### src/rtl/seq_addsub.sv
// seq_addsub: multi-cycle adder/subtractor. One DIGIT-bit adder slice is
// reused every clock, least significant digit first, with the inter-digit
// carry held in a register. Computes A+B+cin or A-B-bin over WIDTH bits.
//
// Ports:
//   i_w_clk        rising-edge clock
//   i_w_rst_n      asynchronous active-low reset
//   i_w_start      request, accepted only while o_w_ready=1
//   i_w_sub        0 = add, 1 = subtract (sampled at accept)
//   i_w_A, i_w_B   operands (sampled at accept)
//   i_w_carry_in   carry-in (add) / borrow-in (subtract), sampled at accept
//   o_w_ready      high in IDLE
//   o_w_valid      one-cycle pulse when the result registers have updated
//   o_w_result     sum or difference, held until the next completion
//   o_w_carry      add: carry-out; subtract: borrow-out
//   o_w_overflow   two's-complement overflow
//   o_w_zero       o_w_result == 0
//
// state | meaning
// ------+-----------------------------------------------------------
// IDLE  | ready for a request; outputs hold the last result
// RUN   | one digit processed per clock, counter = digit index
// DONE  | results updated on entry; o_w_valid high for this cycle
module seq_addsub #(
    parameter int WIDTH = 16,
    parameter int DIGIT = 4
) (
    input  logic             i_w_clk,
    input  logic             i_w_rst_n,
    input  logic             i_w_start,
    input  logic             i_w_sub,
    input  logic [WIDTH-1:0] i_w_A,
    input  logic [WIDTH-1:0] i_w_B,
    input  logic             i_w_carry_in,
    output logic             o_w_ready,
    output logic             o_w_valid,
    output logic [WIDTH-1:0] o_w_result,
    output logic             o_w_carry,
    output logic             o_w_overflow,
    output logic             o_w_zero
);

    localparam int N  = WIDTH / DIGIT;
    localparam int CW = (N > 1) ? $clog2(N) : 1;

    typedef enum logic [1:0] {
        IDLE = 2'd0,
        RUN  = 2'd1,
        DONE = 2'd2
    } state_t;

    state_t           state, state_nxt;
    logic [CW-1:0]    cnt;
    logic [WIDTH-1:0] a_q, b_q, res_work, res_nxt;
    logic             sub_q, carry_q;
    logic [DIGIT:0]   dsum;
    logic             accept, last_dig, msb_cin;

    assign accept   = (state == IDLE) && i_w_start;
    assign last_dig = (cnt == CW'(N - 1));

    assign o_w_ready = (state == IDLE);
    assign o_w_valid = (state == DONE);

    always_ff @(posedge i_w_clk or negedge i_w_rst_n) begin
        if (!i_w_rst_n) state <= IDLE;
        else            state <= state_nxt;
    end

    always_comb begin
        state_nxt = state;
        case (state)
            IDLE:    if (i_w_start) state_nxt = RUN;
            RUN:     if (last_dig) state_nxt = DONE;
            DONE:    state_nxt = IDLE;
            default: state_nxt = IDLE;
        endcase
    end

    // Operands are shifted right each digit so the slice always reads bit 0;
    // result digits enter at the top, so after N digits digit k sits in slice k.
    always_comb begin
        dsum    = {1'b0, a_q[DIGIT-1:0]} + {1'b0, b_q[DIGIT-1:0]} + (DIGIT+1)'(carry_q);
        // Carry into the slice MSB recovered from its sum bit.
        msb_cin = a_q[DIGIT-1] ^ b_q[DIGIT-1] ^ dsum[DIGIT-1];
        res_nxt = (res_work >> DIGIT) | (WIDTH'(dsum[DIGIT-1:0]) << (WIDTH - DIGIT));
    end

    always_ff @(posedge i_w_clk or negedge i_w_rst_n) begin
        if (!i_w_rst_n) begin
            a_q          <= '0;
            b_q          <= '0;
            sub_q        <= 1'b0;
            carry_q      <= 1'b0;
            cnt          <= '0;
            res_work     <= '0;
            o_w_result   <= '0;
            o_w_carry    <= 1'b0;
            o_w_overflow <= 1'b0;
            o_w_zero     <= 1'b0;
        end else if (accept) begin
            // Subtract is A + ~B + ~bin.
            a_q     <= i_w_A;
            b_q     <= i_w_sub ? ~i_w_B : i_w_B;
            sub_q   <= i_w_sub;
            carry_q <= i_w_sub ? ~i_w_carry_in : i_w_carry_in;
            cnt     <= '0;
        end else if (state == RUN) begin
            a_q      <= a_q >> DIGIT;
            b_q      <= b_q >> DIGIT;
            carry_q  <= dsum[DIGIT];
            res_work <= res_nxt;
            cnt      <= cnt + CW'(1);
            if (last_dig) begin
                o_w_result   <= res_nxt;
                // Borrow-out is the inverted carry of A + ~B + ~bin.
                o_w_carry    <= dsum[DIGIT] ^ sub_q;
                o_w_overflow <= msb_cin ^ dsum[DIGIT];
                o_w_zero     <= (res_nxt == '0);
            end
        end
    end

endmodule
### config.mk
export PLATFORM = sky130hd
export DESIGN_NAME = seq_addsub
export DESIGN_NICKNAME = d
export VERILOG_FILES = /design/src/rtl/seq_addsub.sv
export SDC_FILE = /design/constraint.sdc
export NUM_CORES = 1
export LEC_CHECK = 0
export BUFFER_PORTS_ARGS = -buffer_cell sky130_fd_sc_hd__clkbuf_2
export CAP_MARGIN = 40
export CORE_MARGIN = 5
export CORE_UTILIZATION = 24
export DETAILED_ROUTE_END_ITERATION = 12
export PLACE_DENSITY_LB_ADDON = 0.15
export SLEW_MARGIN = 0
export SYNTH_ARGS = -nofsm -noshare
export SYNTH_HDL_FRONTEND = slang
export SYNTH_SLANG_ARGS = --single-unit
### constraint.sdc
create_clock -name i_w_clk -period 6.2 [get_ports i_w_clk]
set_input_delay 1.24 -clock i_w_clk [delete_from_list [all_inputs] [get_ports i_w_clk]]
set_output_delay 1.24 -clock i_w_clk [all_outputs]
set_load 0.02 [all_outputs]
==> impl_metrics.py <==
metrics = {
    "run_status": {
        "outcome": "finished, final reports clean",
    },
    "logic_synthesis": {
        "synth.distinct_cells": 29,
        "ys.flop_type": "dfrtp_1",
        "count_of_flip_flops_with_a_built_in_enable_after_synthesis": 0,
        "netlist_instances": 280,
        "synth.net_count": 323,
        "postSynthRegisterBits": 69,
        "synthTopCellsByArea": "dfrtp_1 (57%), nand2_1 (9.3%), mux2_2 (5.2%)",
        "post_synth_most_frequent_cells": "nand2_1 (75), dfrtp_1 (69), xnor2_1 (18)",
        "synth-async-reset-ratio_pct": 100,
        "ys_seq_area_share_pct": 56.8,
        "post_synth.cell_area_avg_sq_um": 10.9,
        "yosys.cell_count.top_type": "nand2_1",
        "mappedNetlistArea_sq_um": 3040,
        "ys_warn_count": 0,
        "post-synth-top-area-cell": "dfrtp_1",
        "synthDominantCellAreaShare_pct": 56.8,
    },
    "timing": {
        "timing.hold.ws_ns": 0.474,
        "setup_viol": 0,
        "fin_crit_sh_pct": 39.3,
        "fin_setup_tns_ns": 0,
        "worst-slew-pin-transition_ns": 0.672,
        "drv_slew": 0,
        "finalWorstPathRequiredPeriod_ns": 2.44,
        "maxSlewHeadroom_pct": 55.1,
        "hold_viol": 0,
        "fmaxAchievable_mhz": 410,
        "grt_setup_unrepaired": "false",
        "clock_skew_ns": 0.00354,
    },
    "setup_path": {
        "cpLargestDelayFamily": "flip-flops",
        "critical_path.startpoint_type": "flop",
        "cp_cell_sequence": "and2b_1 > clkbuf_2",
        "crit_slowest_cell": "dfrtp_1",
        "timing.critical_path.required_ns": 4.96,
        "critPathArrivalTime_ns": 1.20,
        "critPathKind": "reg -> out",
        "worstPathMaxFanout": 5,
        "cp-end-kind": "output pin",
        "crit_path_max_cell_delay_ns": 0.44,
        "worstPathBufferInverterCount": 1,
    },
    "detailed_routing": {
        "first_iter_violations": 93,
        "postRouteAntennaNets": 0,
        "post-route-drc-count": 0,
        "routedWlPerCell_microns": 13.7,
        "route.final.wire_length_mm": 7.03,
        "routed_via_density": 4.19,
        "drt-pass1-iter-count": 4,
        "vias": 2152,
    },
    "power": {
        "max-vdd-ir-drop_mv": 0.188,
        "power.leakage_nw": 1.86,
        "power-per-cell-area_nw_per_um2": 565,
    },
    "final_layout": {
        "post_route_cells_drive_above_1_share_pct": 27.8,
        "final_antenna_diode_count": 0,
        "area_growth_syn_to_layout_pct": 27.4,
        "final_nets": 380,
    },
    "clock_tree": {
        "cts_resized": 0,
        "postCtsSetupRepairBufs": 0,
        "cts_num_sinks": 69,
        "cts_root_buf": "clkbuf_16",
        "path_clk_slew_ns": 0.05,
        "cts_hold_repair_buffers": 0,
        "htreeDepth": 3,
        "clock_tree.buffer_depth": 2,
        "insertion_delay_ns": 0.33,
        "tritoncts_clock_tree": "yes",
        "cts_buffers": 9,
    },
    "placed_design": {
        "portBuffers": 57,
        "gp_congestion": 0.686,
        "dp_hpwl_mm": 4.93,
    },
    "run": {
        "drv.max_cap_violation_count": 0,
    },
    "global_route": {
        "grt_pass1_wl_mm": 12.1,
        "grt_max_degree": 48,
        "first_global_vias": 2312,
        "grtUsageTotal_pct": 10.4,
        "globalRoute.totalOverflow": 0,
        "grt_antenna_before_repair": 0,
    },
    "die": {
        "starting_density_of_the_core_pct": 24.3,
        "floorplan.core_area_sq_um": 12500,
        "total_die_area_sq_um": 15000,
        "floorplan.die.width_microns": 123,
        "die-height_microns": 123,
        "pin_count": 58,
        "fp-row-count": 41,
    },
    "worst_hold_path": {
        "worst_min_delay_path_category": "reg -> reg",
    },
}
==> flip-flops by register name, indices dropped and copies added (netlist names) <==
| register | count |
|---|---|
| a_q | 16 |
| cnt | 2 |
| state | 2 |
| res_work | 12 |
| o_w_result | 16 |
| b_q | 16 |
| carry_q | 1 |
| o_w_overflow | 1 |
| o_w_carry | 1 |
| o_w_zero | 1 |
| sub_q | 1 |
==> layout by cell type, fill, tap and decap left out, types with 2 or more instances in the layout <==
| cell type | count |
|---|---|
| bufinv_16 | 3 |
| xnor2_1 | 18 |
| mux2_2 | 14 |
| fa_1 | 2 |
| a21o_1 | 2 |
| a221o_1 | 12 |
| ha_1 | 4 |
| a21oi_1 | 2 |
| clkbuf_2 | 56 |
| nand2_1 | 75 |
| dfrtp_1 | 69 |
| clkbuf_16 | 9 |
| o21ai_0 | 16 |
| nand3_1 | 5 |
| buf_8 | 3 |
| xor2_1 | 3 |
| nor2_1 | 15 |
| buf_4 | 2 |
| nor4_1 | 3 |
| a22oi_1 | 13 |
==> worst register-to-register path: cells and delay by family, from the launching register on <==
kind / cells / cell delay [ns]
adder cells (fa/ha/maj): 2 / 0.88
AO/OA/AOI/OAI: 3 / 0.61
flip-flops: 1 / 0.40
XOR/XNOR: 1 / 0.17
==> logic make-up (layout without fill, tap and decap cells) <==
logic type | after synthesis | count (layout) | synth area share [%]
and+or+nand+nor | 104 | 104 | 14.5
DFF | 69 | 69 | 56.8
AOI/OAI and AO/OA | 48 | 48 | 11.3
xor gates and xnor gates | 21 | 21 | 6.05
buffers and inverters | 18 | 80 | 3.25
muxes | 14 | 14 | 5.18
adders and majority gates | 6 | 6 | 2.96
==> path summary, 6_finish.rpt <==
| check | slack [ns] | start | endpoint | cells after the start |
|---|---|---|---|---|
| max in group asynchronous | 4.76 | i_w_rst_n | b_q[8]$_DFFE_PN0P_ | 3 |
| setup / recovery | 3.76 | state[0]$_DFFE_PN0P_ | o_w_valid | 2 |
| hold reg to reg | 0.47 | a_q[11]$_DFFE_PN0P_ | a_q[11]$_DFFE_PN0P_ | 2 |
| setup reg to reg | 4.01 | a_q[0]$_DFFE_PN0P_ | o_w_carry$_DFFE_PN0P_ | 6 |
| hold / removal | 0.47 | a_q[11]$_DFFE_PN0P_ | a_q[11]$_DFFE_PN0P_ | 2 |
| min in group asynchronous | 0.90 | i_w_rst_n | o_w_result[5]$_DFFE_PN0P_ | 2 |
==> area by class of cell <==
cell class	instances	area, sq um
clock buffers	10	229
clock inverters	6	111
fillers	1333	8640
inverters	1	3.75
multi-input cells	193	1220
flip-flops and latches	69	1730
well taps	172	215
repair buffers	63	373
==> metal layers <==
| layer | wire (microns) | track usage, % | part of all wire [%] |
|---|---|---|---|
| met5 | 0 | 0 | 0 |
| met4 | 57 | 2.52 | 0.81 |
| met3 | 472 | 4.38 | 6.7 |
| met2 | 3240 | 15.9 | 46 |
| met1 | 3260 | 13.7 | 46 |
==> power breakdown <==
| part | switching (W) | internal, W |
|---|---|---|
| clock network | 0.000191 | 0.000393 |
| logic | 0.000479 | 0.000334 |
| registers | 0.000138 | 0.000655 |
==> through the flow <==
stage / area [sq um] / setup WS, ns / utilization, % / cells / power (W)
2_1_floorplan: 3040 / 3.99 / - / 280 / 0.00137
3_3_place_gp: 3460 / 3.24 / 27.7 / 494 / 0.00159
3_5_place_dp: 3530 / 3.80 / 28.2 / 498 / 0.00164
4_1_cts: 3870 / 3.73 / 31.0 / 514 / 0.00224
5_1_grt: 3870 / 3.70 / 31.0 / 514 / 0.00237
6_report: 3870 / 3.76 / 31.0 / 514 / 0.00219
Note: power is estimated with default switching activity, not from simulation.
